[src/rtl/id_ctrl_stage.sv]
// id_ctrl_stage: registered RV32I decode stage sitting between IF/ID and ID/EX.
//
// Decodes the IF/ID instruction into the EX control bundle and captures it with
// valid/ready flow control. Inserts load-use bubbles, spaces back-to-back
// mul/div issues, and flags illegal encodings (sticky illegal_seen).
//
// Build option: define IDSTAGE_MEXT_EN to decode RV32M (funct7=0000001) and
// enable the mul/div busy counter. Without it those encodings are illegal and
// MULDIV_LAT has no effect.
//
// Ports:
//   clk, rstn              clock (rising edge), async active-low reset
//   id_valid / id_ready    IF/ID handshake (id_ready is combinational)
//   instr                  instruction word from IF/ID
//   flush                  EX redirect, kills the ID instruction
//   ex_ready / ex_valid    ID/EX handshake
//   ex_ld, ex_ld_rd        load currently in EX, for load-use detection
//   ex_*                   registered control bundle and register fields
//   ex_illegal             registered bundle is an illegal encoding
//   illegal_seen           sticky, set by any issued illegal instruction
module id_ctrl_stage #(
    parameter int ALUOP_W    = 5,
    parameter int MULDIV_LAT = 4
) (
    input  logic               clk,
    input  logic               rstn,
    input  logic               id_valid,
    output logic               id_ready,
    input  logic [31:0]        instr,
    input  logic               flush,
    input  logic               ex_ready,
    output logic               ex_valid,
    input  logic [4:0]         ex_ld_rd,
    input  logic               ex_ld,
    output logic               ex_RegWrite,
    output logic               ex_MemWrite,
    output logic               ex_MemRead,
    output logic               ex_ALUSrc,
    output logic [5:0]         ex_EXTOp,
    output logic [ALUOP_W-1:0] ex_ALUOp,
    output logic [2:0]         ex_NPCOp,
    output logic [1:0]         ex_WDSel,
    output logic [2:0]         ex_dm_ctrl,
    output logic [4:0]         ex_rd,
    output logic [4:0]         ex_rs1,
    output logic [4:0]         ex_rs2,
    output logic               ex_illegal,
    output logic               illegal_seen
);

    localparam logic [6:0] OP_R      = 7'b0110011;
    localparam logic [6:0] OP_IMM    = 7'b0010011;
    localparam logic [6:0] OP_LOAD   = 7'b0000011;
    localparam logic [6:0] OP_STORE  = 7'b0100011;
    localparam logic [6:0] OP_BRANCH = 7'b1100011;
    localparam logic [6:0] OP_JAL    = 7'b1101111;
    localparam logic [6:0] OP_JALR   = 7'b1100111;
    localparam logic [6:0] OP_LUI    = 7'b0110111;
    localparam logic [6:0] OP_AUIPC  = 7'b0010111;

    localparam logic [ALUOP_W-1:0] ALU_NOP  = ALUOP_W'(0);
    localparam logic [ALUOP_W-1:0] ALU_LUI  = ALUOP_W'(1);
    localparam logic [ALUOP_W-1:0] ALU_AUIPC= ALUOP_W'(2);
    localparam logic [ALUOP_W-1:0] ALU_ADD  = ALUOP_W'(3);
    localparam logic [ALUOP_W-1:0] ALU_SUB  = ALUOP_W'(4);
    localparam logic [ALUOP_W-1:0] ALU_BNE  = ALUOP_W'(5);
    localparam logic [ALUOP_W-1:0] ALU_BLT  = ALUOP_W'(6);
    localparam logic [ALUOP_W-1:0] ALU_BGE  = ALUOP_W'(7);
    localparam logic [ALUOP_W-1:0] ALU_BLTU = ALUOP_W'(8);
    localparam logic [ALUOP_W-1:0] ALU_BGEU = ALUOP_W'(9);
    localparam logic [ALUOP_W-1:0] ALU_SLT  = ALUOP_W'(10);
    localparam logic [ALUOP_W-1:0] ALU_SLTU = ALUOP_W'(11);
    localparam logic [ALUOP_W-1:0] ALU_XOR  = ALUOP_W'(12);
    localparam logic [ALUOP_W-1:0] ALU_OR   = ALUOP_W'(13);
    localparam logic [ALUOP_W-1:0] ALU_AND  = ALUOP_W'(14);
    localparam logic [ALUOP_W-1:0] ALU_SLL  = ALUOP_W'(15);
    localparam logic [ALUOP_W-1:0] ALU_SRL  = ALUOP_W'(16);
    localparam logic [ALUOP_W-1:0] ALU_SRA  = ALUOP_W'(17);

    localparam logic [5:0] EXT_SHAMT = 6'b100000;
    localparam logic [5:0] EXT_I     = 6'b010000;
    localparam logic [5:0] EXT_S     = 6'b001000;
    localparam logic [5:0] EXT_B     = 6'b000100;
    localparam logic [5:0] EXT_U     = 6'b000010;
    localparam logic [5:0] EXT_J     = 6'b000001;

    typedef struct packed {
        logic               reg_write;
        logic               mem_write;
        logic               mem_read;
        logic               alu_src;
        logic [5:0]         ext_op;
        logic [ALUOP_W-1:0] alu_op;
        logic [2:0]         npc_op;
        logic [1:0]         wd_sel;
        logic [2:0]         dm_ctrl;
        logic [4:0]         rd;
        logic [4:0]         rs1;
        logic [4:0]         rs2;
        logic               illegal;
    } bundle_t;

    logic [6:0] opcode;
    logic [2:0] funct3;
    logic [6:0] funct7;

    assign opcode = instr[6:0];
    assign funct3 = instr[14:12];
    assign funct7 = instr[31:25];

    // ALU op for the funct7=0000000 register ops; shared with the immediate
    // forms, whose shift encodings are handled separately.
    function automatic logic [ALUOP_W-1:0] alu_of_f3(input logic [2:0] f3);
        case (f3)
            3'b000:  return ALU_ADD;
            3'b001:  return ALU_SLL;
            3'b010:  return ALU_SLT;
            3'b011:  return ALU_SLTU;
            3'b100:  return ALU_XOR;
            3'b101:  return ALU_SRL;
            3'b110:  return ALU_OR;
            default: return ALU_AND;
        endcase
    endfunction

    bundle_t dec;
    bundle_t bundle_q;
    logic    use_rs1;
    logic    use_rs2;
    logic    is_muldiv;
    logic    legal;

    always_comb begin
        dec       = '0;
        use_rs1   = 1'b0;
        use_rs2   = 1'b0;
        is_muldiv = 1'b0;
        legal     = 1'b1;
        case (opcode)
            OP_R: begin
                dec.reg_write = 1'b1;
                use_rs1       = 1'b1;
                use_rs2       = 1'b1;
                case (funct7)
                    7'b0000000: dec.alu_op = alu_of_f3(funct3);
                    7'b0100000: begin
                        if (funct3 == 3'b000)      dec.alu_op = ALU_SUB;
                        else if (funct3 == 3'b101) dec.alu_op = ALU_SRA;
                        else                       legal = 1'b0;
                    end
`ifdef IDSTAGE_MEXT_EN
                    7'b0000001: begin
                        // mul..remu are consecutive codes in funct3 order
                        dec.alu_op = ALUOP_W'(18) + ALUOP_W'(funct3);
                        is_muldiv  = 1'b1;
                    end
`endif
                    default: legal = 1'b0;
                endcase
            end
            OP_IMM: begin
                dec.reg_write = 1'b1;
                dec.alu_src   = 1'b1;
                use_rs1       = 1'b1;
                dec.ext_op    = EXT_I;
                dec.alu_op    = alu_of_f3(funct3);
                if (funct3 == 3'b001) begin
                    dec.ext_op = EXT_SHAMT;
                    legal      = (funct7 == 7'b0000000);
                end else if (funct3 == 3'b101) begin
                    dec.ext_op = EXT_SHAMT;
                    if (funct7 == 7'b0100000)      dec.alu_op = ALU_SRA;
                    else if (funct7 != 7'b0000000) legal = 1'b0;
                end
            end
            OP_LOAD: begin
                dec.reg_write = 1'b1;
                dec.mem_read  = 1'b1;
                dec.alu_src   = 1'b1;
                dec.ext_op    = EXT_I;
                dec.alu_op    = ALU_ADD;
                dec.wd_sel    = 2'b01;
                use_rs1       = 1'b1;
                case (funct3)
                    3'b000:  dec.dm_ctrl = 3'b011;
                    3'b001:  dec.dm_ctrl = 3'b001;
                    3'b010:  dec.dm_ctrl = 3'b000;
                    3'b100:  dec.dm_ctrl = 3'b100;
                    3'b101:  dec.dm_ctrl = 3'b010;
                    default: legal = 1'b0;
                endcase
            end
            OP_STORE: begin
                dec.mem_write = 1'b1;
                dec.alu_src   = 1'b1;
                dec.ext_op    = EXT_S;
                dec.alu_op    = ALU_ADD;
                use_rs1       = 1'b1;
                use_rs2       = 1'b1;
                case (funct3)
                    3'b000:  dec.dm_ctrl = 3'b011;
                    3'b001:  dec.dm_ctrl = 3'b001;
                    3'b010:  dec.dm_ctrl = 3'b000;
                    default: legal = 1'b0;
                endcase
            end
            OP_BRANCH: begin
                dec.npc_op = 3'b001;
                dec.ext_op = EXT_B;
                use_rs1    = 1'b1;
                use_rs2    = 1'b1;
                case (funct3)
                    3'b000:  dec.alu_op = ALU_SUB;
                    3'b001:  dec.alu_op = ALU_BNE;
                    3'b100:  dec.alu_op = ALU_BLT;
                    3'b101:  dec.alu_op = ALU_BGE;
                    3'b110:  dec.alu_op = ALU_BLTU;
                    3'b111:  dec.alu_op = ALU_BGEU;
                    default: legal = 1'b0;
                endcase
            end
            OP_JAL: begin
                dec.reg_write = 1'b1;
                dec.npc_op    = 3'b010;
                dec.wd_sel    = 2'b10;
                dec.ext_op    = EXT_J;
            end
            OP_JALR: begin
                dec.reg_write = 1'b1;
                dec.alu_src   = 1'b1;
                dec.alu_op    = ALU_ADD;
                dec.npc_op    = 3'b100;
                dec.wd_sel    = 2'b10;
                dec.ext_op    = EXT_I;
                use_rs1       = 1'b1;
            end
            OP_LUI, OP_AUIPC: begin
                dec.reg_write = 1'b1;
                dec.alu_src   = 1'b1;
                dec.ext_op    = EXT_U;
                dec.alu_op    = (opcode == OP_LUI) ? ALU_LUI : ALU_AUIPC;
            end
            default: legal = 1'b0;
        endcase

        // Register fields follow the format; only rd is written by J/U/I/R.
        dec.rd  = (dec.reg_write) ? instr[11:7]  : 5'd0;
        dec.rs1 = (use_rs1)       ? instr[19:15] : 5'd0;
        dec.rs2 = (use_rs2)       ? instr[24:20] : 5'd0;

        // An illegal word issues as an inert bundle that reads no registers.
        if (!legal) begin
            dec         = '0;
            dec.alu_op  = ALU_NOP;
            dec.illegal = 1'b1;
            use_rs1     = 1'b0;
            use_rs2     = 1'b0;
            is_muldiv   = 1'b0;
        end
    end

    logic hz;
    logic busy;
    logic adv;
    logic issue;

    assign hz = ex_ld & (ex_ld_rd != 5'd0) &
                ((use_rs1 & (instr[19:15] == ex_ld_rd)) |
                 (use_rs2 & (instr[24:20] == ex_ld_rd)));

`ifdef IDSTAGE_MEXT_EN
    localparam logic [3:0] BCNT_LOAD = 4'(MULDIV_LAT - 1);

    logic [3:0] bcnt;

    // flush kills issue, so a flushed mul/div never reloads the counter.
    always_ff @(posedge clk or negedge rstn) begin
        if (!rstn) begin
            bcnt <= 4'd0;
        end else if (issue && is_muldiv) begin
            bcnt <= BCNT_LOAD;
        end else if (bcnt != 4'd0) begin
            bcnt <= bcnt - 4'd1;
        end
    end

    assign busy = (bcnt != 4'd0) & is_muldiv;
`else
    logic unused_muldiv;
    assign unused_muldiv = (MULDIV_LAT != 0) | is_muldiv;
    assign busy          = 1'b0;
`endif

    assign adv      = ex_ready | ~ex_valid;
    assign id_ready = adv & ~hz & ~busy;
    assign issue    = id_valid & id_ready & ~flush;

    always_ff @(posedge clk or negedge rstn) begin
        if (!rstn) begin
            ex_valid     <= 1'b0;
            bundle_q     <= '0;
            illegal_seen <= 1'b0;
        end else begin
            if (flush) begin
                ex_valid <= 1'b0;
                bundle_q <= '0;
            end else if (issue) begin
                ex_valid <= 1'b1;
                bundle_q <= dec;
            end else if (adv) begin
                ex_valid <= 1'b0;
                bundle_q <= '0;
            end
            if (issue && dec.illegal) begin
                illegal_seen <= 1'b1;
            end
        end
    end

    assign ex_RegWrite = bundle_q.reg_write;
    assign ex_MemWrite = bundle_q.mem_write;
    assign ex_MemRead  = bundle_q.mem_read;
    assign ex_ALUSrc   = bundle_q.alu_src;
    assign ex_EXTOp    = bundle_q.ext_op;
    assign ex_ALUOp    = bundle_q.alu_op;
    assign ex_NPCOp    = bundle_q.npc_op;
    assign ex_WDSel    = bundle_q.wd_sel;
    assign ex_dm_ctrl  = bundle_q.dm_ctrl;
    assign ex_rd       = bundle_q.rd;
    assign ex_rs1      = bundle_q.rs1;
    assign ex_rs2      = bundle_q.rs2;
    assign ex_illegal  = bundle_q.illegal;

endmodule

[config.mk]
export PLATFORM = sky130hd
export DESIGN_NAME = id_ctrl_stage
export DESIGN_NICKNAME = d
export VERILOG_FILES = /design/src/rtl/id_ctrl_stage.sv
export SDC_FILE = /design/constraint.sdc
export NUM_CORES = 1
export LEC_CHECK = 0
export ABC_AREA = 1
export BUFFER_PORTS_ARGS = -buffer_cell sky130_fd_sc_hd__buf_2
export CORE_ASPECT_RATIO = 0.8
export CORE_MARGIN = 3
export CORE_UTILIZATION = 51
export DETAILED_ROUTE_END_ITERATION = 7
export HOLD_SLACK_MARGIN = 0.05
export PLACE_DENSITY = 0.8
export SYNTH_ARGS = -nofsm -noshare
export SYNTH_HDL_FRONTEND = slang
export SYNTH_SLANG_ARGS = --single-unit
[constraint.sdc]
create_clock -name clk -period 2.2 [get_ports clk]
set_input_delay 0.44 -clock clk [delete_from_list [all_inputs] [get_ports clk]]
set_output_delay 0.44 -clock clk [all_outputs]
set_load 0.05 [all_outputs]
==> qor.yml, run 1 <==
status: "complete, but fails checks"
violations: "negative setup slack"
hold_buffers: 0
synth_compound_area_frac: 0.0309
synth.most_common_cell: "nand2_1"
relSlewSlack: 0.602
grt_pass1_vias: 2706
synth_xor_area_frac: 0.0197
worst_pin_slew_ns: 0.592
gp_congestion: 0.932
power_frac_seq: 0.491
synthMuxAreaShare: 0
netlist_area_um2: 2670
drive_above_1_share: 0.398
design.die.area_um2: 6140
path_clk_slew_ns: 0.08
synth_flop_cell: "dfrtp_1"
grt_start_max_net_pins: 41
cp.required_ns: 1.76
antenna_found_initial: 0
report.final.setup_viol: 1
avgSynthCellArea_um2: 7.17
insertion_delay_ns: 0.30
worstReg2RegStart: "ex_valid$_DFFE_PN0P_"
crit_type: "input port to output pin"
finalWirelength_mm: 8.16
setup_slack_ns: -0.0117
ff2ff_path_depth: 6
syn_inst: 372
intPower_mw: 1.06
finalNonFillerCells: 548
ff2ff_setup_slack_ns: 0.73
critPathCaptureType: "output pin"
critical_path_arrival_ns: 1.77
nFillCells: 386
yosysWarnings: 0
cts_tree: "done"
die_h_um: 70.7
vias: 2983
synth_area_leaders: "dfrtp_1, nand2_1, nand4_1, nor2_1, inv_1"
cap_viol_max_count: 0
wire_per_inst_um: 14.9
use_met3: 0.0605
dpl.hpwl_mm: 5.77
synthArstFlopShare: 1.00
diodes: 0
start_kind: "input port"
p_sw_mw: 0.445
power_density_nw_per_um2: 416
cts_buffer_depth: 2
h-tree-depth: 2
portBuffers: 84
hold_violations: 0
clkSinkCount: 40
r2r_end: "ex_rs1[2]$_DFFE_PN0P_"
ant_nets: 0
synthSimpleGateAreaFrac: 0.463
synth_fa_ha_area_frac: 0
yosysTopAreaCell: "dfrtp_1"
synth_top_family_by_area: "simple AND/OR/NAND/NOR gates"
yosysSeqAreaShare: 0.375
area_delta_synth_final_pct: 35.3
use_met1: 0.374
yosys-top-cells-count: "nand2_1, dfrtp_1, nand4_1"
root_buffer: "clkbuf_8"
yosys.area.top_type_share: 0.375
cts_buffers: 5
pwr-share-clk: 0.323
slowest_delay_ns: 0.48
start_util: 0.554
ys_types: 30
dp_cells: 534
period_needed_ns: 2.21
power.leakage_nw: 2.15
fp-row-count: 22
rsz0062_at_grt: "true"
period_share: 1.01
nets: 530
busiest_layer: "met1"
core_area_um2: 4820
drt-vias-per-instance: 5.44
die_w_um: 86.9
met2_usage: 0.373
finClkSkew_ns: 0.00846
switching_share: 0.296
holdWs_ns: 0.187
synthesis.nets: 415
ir_drop_mv: 0.352
boundaryPins: 85
fmax_ghz: 0.452
critPathMaxFanout: 3
firstDrtPassIters: 5
drt_iter0_drc: 217
grt_pass1_wl_mm: 12.6
final_max_slew_viol_count: 0
drc_errors: 0
synth_edf_count: 0
critical_path.slowest_cell: "nor4_1"
track_usage: 0.254
p_comb_frac: 0.186
finalCoreUtilization: 0.750
ys_seq_elements: 40
path_cells: "buf_2 -> inv_1 -> nand2_1 -> nand4_1 -> nor4_1 -> nand3_4 -> nand2_4 -> a21boi_4 -> buf_6"
grt_overflow: 0
holdCritPathClass: "input port to async pin"
## worst max-delay path by stage
stage	start	endpoint	slack, ns	cells after the start
floorplan	instr[14]	id_ready	0.09	11
global placement	instr[1]	id_ready	-0.07	12
detailed placement	instr[1]	id_ready	-0.1	12
CTS	instr[1]	id_ready	0.005	12
global route	instr[28]	id_ready	-0.05	12
finish	ex_ld_rd[0]	id_ready	-0.01	9
## area by class of cell
type,count,area [um2],share of cell area
multi-input combinational,275,1500,0.416
sequential,40,1000,0.277
timing repair buffer,126,797,0.221
inverter,39,149,0.0412
tap,60,75.1,0.0208
clock buffer,5,68.8,0.0191
clock inverter,3,18.8,0.00520
## power by group through the flow
stage	Sequential, mW	Combinational [mW]	Clock (mW)
global route	0.740	0.303	0.526
finish	0.739	0.280	0.485
detailed placement	0.754	0.243	0
floorplan	0.766	0.120	0
CTS	0.740	0.246	0.489
global placement	0.754	0.238	0
## worst max-delay path, delay by kind of cell
kind,cells,cell delay (ns)
AND/OR/NAND/NOR,5,0.94
buffers and inverters,3,0.33
AO/OA/AOI/OAI,1,0.06
## registers in the layout, summed over array words and instances, names as in the netlist, 2 cells and up
name	flops
ex_EXTOp	5
ex_rs2	5
ex_ALUOp	5
ex_NPCOp	3
ex_rd	5
ex_dm_ctrl	3
ex_rs1	5
ex_WDSel	2
## placed cells by master, fill, tap and decap left out, types with 9 or more instances in the layout
| cell | netlist | final |
|---|---|---|
| nor3_1 | 10 | 9 |
| nand3_1 | 13 | 12 |
| dfrtp_1 | 40 | 40 |
| buf_4 | 4 | 43 |
| nor2_1 | 37 | 29 |
| nand4_1 | 38 | 38 |
| nand2_2 | 8 | 11 |
| inv_2 | 9 | 11 |
| nand2_1 | 124 | 117 |
| inv_1 | 30 | 27 |
| buf_2 | 4 | 75 |
## stage by stage
stage	setup TNS (ns)	power [mW]	setup slack, ns	cell area [um2]
after floorplan	0	0.886	0.0935	2680
after global placement	-0.0685	0.992	-0.0685	3310
after detailed placement	-0.0983	0.997	-0.0983	3310
after CTS	0	1.48	0.00500	3410
after global routing	-0.0494	1.57	-0.0494	3610
final	-0.0117	1.50	-0.0117	3610
## cells by family after synthesis
kind of cell | Yosys count
simple gates | 254
buf+inv | 57
flops | 40
compound gates | 15
xor+xnor | 6
## timing repair
item / in CTS / in global routing
endpoints found under the hold margin: 0 / 0
resized for setup: 4 / 46
pin swaps: 0 / 21
setup endpoints to repair: 1 / 1
setup buffers: 0 / 6
## metal layers
layer  part of all wire  up-vias  wire length [um]
met1               0.45     1381              3650
met5                  0        -                 0
met2               0.45      156              3650
li1                   -     1433                 -
met4              0.015        0               121
met3              0.090       13               737
Note: power is estimated with default switching activity, not from simulation.
==> run 2, diff against run 1 <==
GPL_ROUTABILITY_DRIVEN = 0   (was not set)
HOLD_SLACK_MARGIN = 0.06   (was 0.05)
TNS_END_PERCENT = 5   (was not set)
==> qor.yml, run 2 (synthesis results as in run 1) <==
critical_path_arrival_ns: 1.77  # about the same
area_delta_synth_final_pct: 37.6
diodes: 0  # unchanged
hold_violations: 0  # unchanged
boundaryPins: 85  # unchanged
crit_cells: 12  # +3
place_ws_ns: -0.117  # -0.0187 ns
cts_buffer_depth: 2  # unchanged
path_cells: "clkbuf_4 -> inv_1 -> nand3_2 -> nor2_4 -> nand2_4 -> nor2_4 -> nor2_4 -> nand3_4 -> nand3_4 -> nand2_4 -> a21boi_4 -> buf_6"
h-tree-depth: 2  # unchanged
wire_per_inst_um: 16.3  # +9.5%
period_needed_ns: 2.21  # -0.000351 ns
root_buffer: "clkbuf_8"
critPathCaptureType: "output pin"
die_w_um: 86.9  # unchanged
finalNonFillerCells: 542  # -1.1%
final_common_cell: "nand2_1"
final_max_slew_viol_count: 0  # unchanged
power_density_nw_per_um2: 505  # +21%
layout_common_cells: "nand2_1, buf_2, dfrtp_1"
cts_tree: "done"
worst-path-buf-inv: 3  # unchanged
clkSinkCount: 40  # unchanged
die_h_um: 70.7  # unchanged
worstReg2RegStart: "ex_valid$_DFFE_PN0P_"
report.final.setup_viol: 1  # unchanged
nets: 524  # -1.1%
drive_above_1_share: 0.396  # -0.00128
ff2ff_path_depth: 5  # -1
finClkSkew_ns: 0.00836  # -0.000103 ns
portBuffers: 84  # unchanged
dpl.hpwl_mm: 5.72  # -0.81%
grt_start_max_net_pins: 41  # unchanged
slowest_delay_ns: 0.16  # -0.32 ns
firstDrtPassIters: 7  # +2
cap_viol_max_count: 0  # unchanged
status: "complete, but fails checks"
track_usage: 0.267  # +0.0127
ir_drop_mv: 0.377  # +7.2%
cp.required_ns: 1.76  # about the same
fp-row-count: 22  # unchanged
relSlewSlack: 0.658  # +0.0561
vias: 3099  # +3.9%
violations: "negative setup slack"
holdCritPathClass: "input port to async pin"
grt_pass1_vias: 2861  # +5.7%
finalCoreUtilization: 0.762  # +0.0122
dp_cells: 525  # -1.7%
antenna_found_initial: 0  # unchanged
start_util: 0.554  # unchanged
power.leakage_nw: 2.19  # +1.5%
fin_setup_tns_ns: -0.0113  # +0.000351 ns
ff2ff_setup_slack_ns: 0.73  # about the same
drt-vias-per-instance: 5.72  # +5.0%
path_clk_slew_ns: 0.08  # about the same
setup_slack_ns: -0.0113  # +0.000351 ns
drc_errors: 0  # unchanged
grt_overflow: 0  # unchanged
fmax_ghz: 0.452  # about the same
critical_path.slowest_cell: "clkbuf_4"
start_kind: "input port"
insertion_delay_ns: 0.29  # about the same
worst_pin_slew_ns: 0.513  # -0.0787 ns
finalWirelength_mm: 8.83  # +8.3%
cpMostUsedCell: "nor2_4"
core_area_um2: 4820  # unchanged
design.die.area_um2: 6140  # unchanged
drt_iter0_drc: 411  # +89%
crit_type: "input port to output pin"
placed_cell_area_um2: 3230  # -2.4%
cts_buffers: 5  # unchanged
grt_pass1_wl_mm: 13.2  # +4.8%
r2r_end: "ex_WDSel[1]$_DFFE_PN0P_"
cp_top_family: "simple AND/OR/NAND/NOR gates"
critPathMaxFanout: 5  # +2
period_share: 1.01  # about the same
ant_nets: 0  # unchanged
fin_area_um2: 3670  # +1.6%
==> run 2: cell types whose count changed in the layout (fill, tap and decap cells not counted), moves of 3 or more <==
cell / change
buf_4: -6
bufinv_16: +3
inv_2: -4
inv_4: +3
nand2_4: +3
==> run 2: what timing repair did <==
| item | CTS | global route |
|---|---|---|
| buffers inserted | 1 | 8 |
| hold buffers | 0 | 0 |
| pin swaps | 6 | 18 |
| resized for setup | 11 | 49 |
| gates cloned | 0 | 0 |
| endpoints found under the setup margin | 1 | 1 |
==> run 2: metrics by stage <==
step	hold WS (ns)	power, mW
CTS	0.219	1.83
global route	0.236	1.92
finish	0.201	1.85
floorplan	0.144	0.886
global placement	0.443	0.986
detailed placement	0.447	0.993
==> run 2: final cells by class <==
class / count / area (um2)
clock buffers: 5 / 68.8
fillers: 365 / 1150
inverters: 39 / 156
clock inverters: 3 / 90.1
repair buffers: 120 / 729
multi-input cells: 275 / 1550
well taps: 60 / 75.1
flip-flops and latches: 40 / 1000
==> run 2: worst register-to-register path: stages (launching register included) <==
cell     delay (ns)
dfrtp_1        0.39
nand2_1        0.13
buf_4          0.16
buf_4          0.34
nand4_1        0.25
nand2_1        0.12
==> run 2: worst max path at each step <==
| stage | startpoint | end | slack [ns] |
|---|---|---|---|
| 2_1_floorplan | instr[14] | id_ready | 0.09 |
| 3_3_place_gp | instr[13] | id_ready | -0.03 |
| 3_5_place_dp | instr[1] | id_ready | -0.12 |
| 4_1_cts | instr[0] | id_ready | 0.002 |
| 5_1_grt | instr[4] | id_ready | -0.06 |
| 6_report | instr[6] | id_ready | -0.01 |
==> run 2: per-layer routing <==
metal / GRT usage / routed length [um] / vias up
met2: 0.423 / 4040 / 223
met1: 0.371 / 3540 / 1416
li1: - / - / 1427
met3: 0.0536 / 965 / 33
met5: 0 / 0 / -
met4: 0.0761 / 285 / 0
==> run 2: report_power, final <==
part           switching (mW)  total [mW]  leakage [nW]  internal (mW)
clock                   0.260       0.827        0.0784          0.567
combinational           0.190       0.287          1.56         0.0966
sequential            0.00194       0.740         0.552          0.738
total                   0.452        1.85          2.19           1.40
